==> src/rtl/running_light_pkg.sv <==
// rtl/running_light_pkg.sv - shared mode and direction encodings for the running-light driver
package running_light_pkg;

   typedef enum logic [1:0] {
      MODE_ROL    = 2'd0,
      MODE_ROR    = 2'd1,
      MODE_BOUNCE = 2'd2,
      MODE_FILL   = 2'd3
   } mode_e;

   typedef enum logic {
      DIR_UP   = 1'b0,
      DIR_DOWN = 1'b1
   } dir_e;

endpackage

==> src/rtl/light_prescaler.sv <==
// rtl/light_prescaler.sv - step prescaler: one tick every TICK_DIV enabled cycles
module light_prescaler #(
   parameter int TICK_DIV = 50
) (
   input  logic clk,
   input  logic rst,
   input  logic clr,
   input  logic en,
   output logic tick
);

   localparam int CNT_W = $clog2(TICK_DIV + 1);
   localparam logic [CNT_W-1:0] LAST = CNT_W'(TICK_DIV - 1);

   logic [CNT_W-1:0] cnt;

   // A clear suppresses the tick so a mode load always wins over stepping.
   assign tick = en && !clr && (cnt == LAST);

   always_ff @(posedge clk) begin
      if (rst || clr) begin
         cnt <= '0;
      end else if (en) begin
         if (cnt == LAST) begin
            cnt <= '0;
         end else begin
            cnt <= cnt + CNT_W'(1);
         end
      end
   end

endmodule

==> src/rtl/running_light_multi.sv <==
// rtl/running_light_multi.sv - multi-pattern running-light driver with mode register and step strobe
module running_light_multi
   import running_light_pkg::*;
#(
   parameter int N_LED    = 8,
   parameter int TICK_DIV = 50
) (
   input  logic             clk,
   input  logic             rst,
   input  logic             en,
   input  logic [1:0]       S,
   output logic [N_LED-1:0] Y,
   output logic             step
);

   localparam int LVL_W = $clog2(N_LED + 1);
   localparam logic [LVL_W-1:0] LVL_MAX = LVL_W'(N_LED);
   localparam logic [N_LED-1:0] Y_LSB = {{(N_LED-1){1'b0}}, 1'b1};
   localparam logic [N_LED-1:0] Y_MSB = {1'b1, {(N_LED-1){1'b0}}};

   mode_e            mode_q;
   dir_e             dir;
   logic [LVL_W-1:0] level;
   logic             mode_chg;
   logic             tick;
   logic [N_LED-1:0] y_nxt;
   dir_e             dir_nxt;
   logic [LVL_W-1:0] lvl_nxt;

   assign mode_chg = (S != mode_q);

   light_prescaler #(.TICK_DIV(TICK_DIV)) u_prescaler (
      .clk  (clk),
      .rst  (rst),
      .clr  (mode_chg),
      .en   (en),
      .tick (tick)
   );

   // Next pattern on a tick; any state that cannot occur legally falls back to the mode start state.
   always_comb begin
      y_nxt   = Y;
      dir_nxt = dir;
      lvl_nxt = level;
      case (mode_q)
         MODE_ROL: y_nxt = $onehot(Y) ? {Y[N_LED-2:0], Y[N_LED-1]} : Y_LSB;
         MODE_ROR: y_nxt = $onehot(Y) ? {Y[0], Y[N_LED-1:1]} : Y_MSB;
         MODE_BOUNCE: begin
            if (!$onehot(Y) || (dir == DIR_UP && Y[N_LED-1]) || (dir == DIR_DOWN && Y[0])) begin
               y_nxt   = Y_LSB;
               dir_nxt = DIR_UP;
            end else if (dir == DIR_UP) begin
               y_nxt = {Y[N_LED-2:0], 1'b0};
               if (Y[N_LED-2]) dir_nxt = DIR_DOWN;
            end else begin
               y_nxt = {1'b0, Y[N_LED-1:1]};
               if (Y[1]) dir_nxt = DIR_UP;
            end
         end
         MODE_FILL: begin
            if (level > LVL_MAX || (dir == DIR_UP && level == LVL_MAX) ||
                (dir == DIR_DOWN && level == '0)) begin
               lvl_nxt = '0;
               dir_nxt = DIR_UP;
            end else if (dir == DIR_UP) begin
               lvl_nxt = level + LVL_W'(1);
               if (level == LVL_MAX - LVL_W'(1)) dir_nxt = DIR_DOWN;
            end else begin
               lvl_nxt = level - LVL_W'(1);
               if (level == LVL_W'(1)) dir_nxt = DIR_UP;
            end
            for (int i = 0; i < N_LED; i++) begin
               y_nxt[i] = (i < int'(lvl_nxt));
            end
         end
         default: y_nxt = Y_LSB;
      endcase
   end

   always_ff @(posedge clk) begin
      if (rst) begin
         Y      <= Y_LSB;
         step   <= 1'b0;
         mode_q <= MODE_ROL;
         dir    <= DIR_UP;
         level  <= '0;
      end else if (mode_chg) begin
         mode_q <= mode_e'(S);
         step   <= 1'b0;
         dir    <= DIR_UP;
         level  <= '0;
         case (mode_e'(S))
            MODE_ROL:    Y <= Y_LSB;
            MODE_ROR:    Y <= Y_MSB;
            MODE_BOUNCE: Y <= Y_LSB;
            MODE_FILL:   Y <= '0;
            default:     Y <= Y_LSB;
         endcase
      end else if (tick) begin
         Y     <= y_nxt;
         dir   <= dir_nxt;
         level <= lvl_nxt;
         step  <= 1'b1;
      end else begin
         step <= 1'b0;
      end
   end

endmodule

==> config.mk <==
export PLATFORM = sky130hd
export DESIGN_NAME = running_light_multi
export DESIGN_NICKNAME = d
export VERILOG_FILES = /design/src/rtl/running_light_pkg.sv /design/src/rtl/light_prescaler.sv /design/src/rtl/running_light_multi.sv
export SDC_FILE = /design/constraint.sdc
export NUM_CORES = 1
export LEC_CHECK = 0
export CAP_MARGIN = 20
export CORE_MARGIN = 2
export CORE_UTILIZATION = 60
export CTS_BUF_LIST = sky130_fd_sc_hd__clkbuf_8
export DETAILED_ROUTE_END_ITERATION = 10
export PLACE_DENSITY = 0.81
export SETUP_SLACK_MARGIN = 0.02
export SYNTH_ARGS = -nofsm -noshare
export SYNTH_HDL_FRONTEND = slang
export SYNTH_SLANG_ARGS = --single-unit
==> constraint.sdc <==
create_clock -name clk -period 10.9 [get_ports clk]
set_input_delay 3.27 -clock clk [delete_from_list [all_inputs] [get_ports clk]]
set_output_delay 3.27 -clock clk [all_outputs]
set_load 0.005 [all_outputs]
==> impl_metrics.env <==
export IMPL_outcome="complete, no violations"
export IMPL_hpwlAfterDp_mm=2.965
export IMPL_wire_per_inst_um=14.78
export IMPL_cp_start_kind="input pin"
export IMPL_via_per_inst=6.218
export IMPL_grt_max_degree=17
export IMPL_multi_input_area_mm2=0.001257
export IMPL_holdWs_ns=0.5330
export IMPL_antennaDiodeCount=0
export IMPL_cap_violations=0
export IMPL_start_util=0.6212
export IMPL_ys_seq_elements=22
export IMPL_grt_util_all_layers=0.2365
export IMPL_min_path_type="flip-flop to flip-flop"
export IMPL_vias=1629
export IMPL_crit_fanout=11
export IMPL_clkPwrFrac=0.336
export IMPL_final_area_mm2=0.002003
export IMPL_core_rowCount=20
export IMPL_leakage_nw=0.7202
export IMPL_drc_errors=0
export IMPL_cts_root_buf="clkbuf_8"
export IMPL_ctsHtreeMaxLevel=1
export IMPL_p_comb_frac=0.171
export IMPL_wirelength_mm=3.873
export IMPL_p_switching_w=0.00004648
export IMPL_antenna_found_initial=0
export IMPL_synth_area_per_cell_um2=8.366
export IMPL_skew_ns=0.002371
export IMPL_hold_buffers=0
export IMPL_ys_seq_area_frac=0.2361
export IMPL_die_area_mm2=0.003571
export IMPL_setup_worst_path_class="input pin to flip-flop"
export IMPL_worst_slew_pin_transition_ns=0.8167
export IMPL_overflow=0
export IMPL_clk_pin_slew_worst_paths_ns=0.07
export IMPL_area_delta_synth_final_pct=7.378
export IMPL_final_max_slew_viol_count=0
export IMPL_max_freq_ghz=0.2021
export IMPL_io_pins=14
export IMPL_grt_pass1_wl_mm=6.492
export IMPL_synthCells=223
export IMPL_fp_dieW_um=59.76
export IMPL_drive_above_1_share=0.1223
export IMPL_required_ns=11.07
export IMPL_period_share=0.4539
export IMPL_cp_arrival_ns=5.11
export IMPL_core_region_area_mm2=0.003003
export IMPL_synth_edff_count=0
export IMPL_cts_setup_buffers=0
export IMPL_dr_pass1_iters=4
export IMPL_seqPwrFrac=0.493
export IMPL_grt_pass1_vias=1355
export IMPL_finalSetupTns_ns=0
export IMPL_synth_flop_cell="dfxtp_1"
export IMPL_max_vdd_ir_drop_mv=0.07890
export IMPL_cts_path_max_buffers=2
export IMPL_io_buffers=13
export IMPL_p_per_area_mw_per_mm2=86.28
export IMPL_finalSetupViolations=0
export IMPL_p_int_w=0.0001264
export IMPL_die_h_um=59.76
export IMPL_post_route_min_period_ns=4.948
export IMPL_rsz0062_at_grt="no"
export IMPL_worstHoldStart="u_prescaler.cnt[1]"
export IMPL_clock_sinks=22
export IMPL_final_nets=247
export IMPL_place_congestion=0.8943
export IMPL_drt_iter0_markers=94
export IMPL_timing_rr_start="Y[0]"
export IMPL_hold_violations=0
export IMPL_seq_area_um2=440.4
export IMPL_detail_route_antenna_nets=0
export IMPL_syn_area_mm2=0.001866
export IMPL_yosysWarnings=0
export IMPL_slew_headroom=0.4537
export IMPL_cts_resized=0
export IMPL_n_fill_cell=254
export IMPL_placed_cell_area_mm2=0.001948
export IMPL_clk_insertion_delay_late_ns=0.27
export IMPL_setup_worst_path_end_class="flip-flop"
export IMPL_crit_start="S[0]"
export IMPL_syn_nets=240
export IMPL_r2r_setup_slack_ns=6.43
export IMPL_async_flop_share=0
export IMPL_numCtsBuffers=3
export IMPL_cts_tree="done"
export IMPL_synth_cell_types=69
export IMPL_swShare=0.2689
-- path summary, 6_finish.rpt --
check                  endpoint  cells past startpoint
max                        Y[3]                      7
min          u_prescaler.cnt[1]                      2
min reg2reg  u_prescaler.cnt[1]                      2
max reg2reg                Y[7]                     13
-- kinds of logic after synthesis --
logic type	Yosys count	synth area share
AO/OA/AOI/OAI	63	0.2555
adder cells (fa/ha/maj)	12	0.09658
flip-flops	22	0.2361
multiplexers	2	0.01073
buffers and inverters	32	0.08987
XOR/XNOR	8	0.04561
AND/OR/NAND/NOR	84	0.2656
-- registers in the layout (all words and copies together), names as in the netlist --
signal	flops
level	4
step	1
dir	1
mode_q	2
Y	8
u_prescaler.cnt	6
-- layout make-up --
class,count,share of cell area
multi-input combinational,169,0.6277
sequential,22,0.2199
timing repair buffer,13,0.06496
inverter,21,0.03935
clock buffer,4,0.02748
tap,33,0.02061
-- layout by cell type, fill, tap and decap left out, types with 2 or more instances in the layout --
| cell | netlist | routed |
|---|---|---|
| o211ai_1 | 2 | 2 |
| nand3_1 | 5 | 5 |
| dfxtp_1 | 22 | 22 |
| o31ai_1 | 2 | 2 |
| a311oi_1 | 2 | 2 |
| nor2b_1 | 3 | 3 |
| a31oi_1 | 2 | 2 |
| a21oi_1 | 21 | 21 |
| and2_1 | 2 | 2 |
| clkdlybuf4s50_1 | 0 | 13 |
| xnor2_2 | 2 | 2 |
| a211oi_1 | 6 | 6 |
| xnor2_1 | 3 | 3 |
| mux2i_1 | 2 | 2 |
| or2b_1 | 2 | 2 |
| o21ai_0 | 3 | 3 |
| o32ai_1 | 3 | 3 |
| nand2b_1 | 2 | 2 |
| nand4_1 | 3 | 3 |
| a2111oi_2 | 2 | 2 |
| a22o_1 | 5 | 5 |
| clkbuf_8 | 0 | 4 |
| nand2_1 | 17 | 17 |
| nor2_1 | 21 | 21 |
| xor2_1 | 3 | 3 |
| nor3_1 | 4 | 4 |
| inv_1 | 19 | 19 |
| nor2_2 | 3 | 3 |
| a41oi_1 | 2 | 2 |
| ha_1 | 8 | 8 |
| and3_1 | 3 | 3 |
| fa_1 | 4 | 4 |
-- power by group through the flow --
stage          clock network [W]  logic (W)  registers [W]
2_1_floorplan                  0  0.0000244      0.0000854
3_3_place_gp                   0  0.0000292      0.0000869
3_5_place_dp                   0  0.0000294      0.0000870
4_1_cts                0.0000600  0.0000295      0.0000851
5_1_grt                0.0000632  0.0000328      0.0000855
6_report               0.0000581  0.0000295      0.0000852
-- per-layer routing --
metal,part of all wire,track usage,up-vias
li1,-,-,811
met1,0.47,0.3732,756
met2,0.45,0.3261,59
met3,0.063,0.02165,3
met4,0.010,0.08889,0
met5,0,0,-
-- critical path: stages --
cell and delay (ns):
clkdlybuf4s50_1 0.54, xnor2_2 0.13, nand2_2 0.12, or2_1 0.39, nor2_2 0.17, a22oi_1 0.11
a2111oi_2 0.38
-- Yosys cell counts, drive strengths merged, types with 4 or more instances --
| master | count | area, um^2 |
|---|---|---|
| a211oi | 6 | 45.04 |
| nor2b | 4 | 32.53 |
| buf | 8 | 73.82 |
| xnor2 | 5 | 58.81 |
| nor3 | 5 | 30.03 |
| o21ai | 5 | 28.77 |
| a22o | 5 | 43.79 |
| nor2 | 24 | 97.60 |
| fa | 4 | 80.08 |
| a21oi | 23 | 130.1 |
| nand2 | 18 | 70.07 |
| nand3 | 6 | 35.03 |
| inv | 20 | 75.07 |
| ha | 8 | 100.1 |
| dfxtp | 22 | 440.4 |
-- stage by stage --
step	total power (W)	std cells	setup WS (ns)	util
floorplan	0.0001098	223	6.325	-
global placement	0.0001161	258	5.730	0.6488
finish	0.0001728	262	5.952	0.6671
CTS	0.0001746	262	5.956	0.6671
detailed placement	0.0001164	258	5.675	0.6488
global route	0.0001815	262	5.855	0.6671
(Power assumes the default switching activity.)
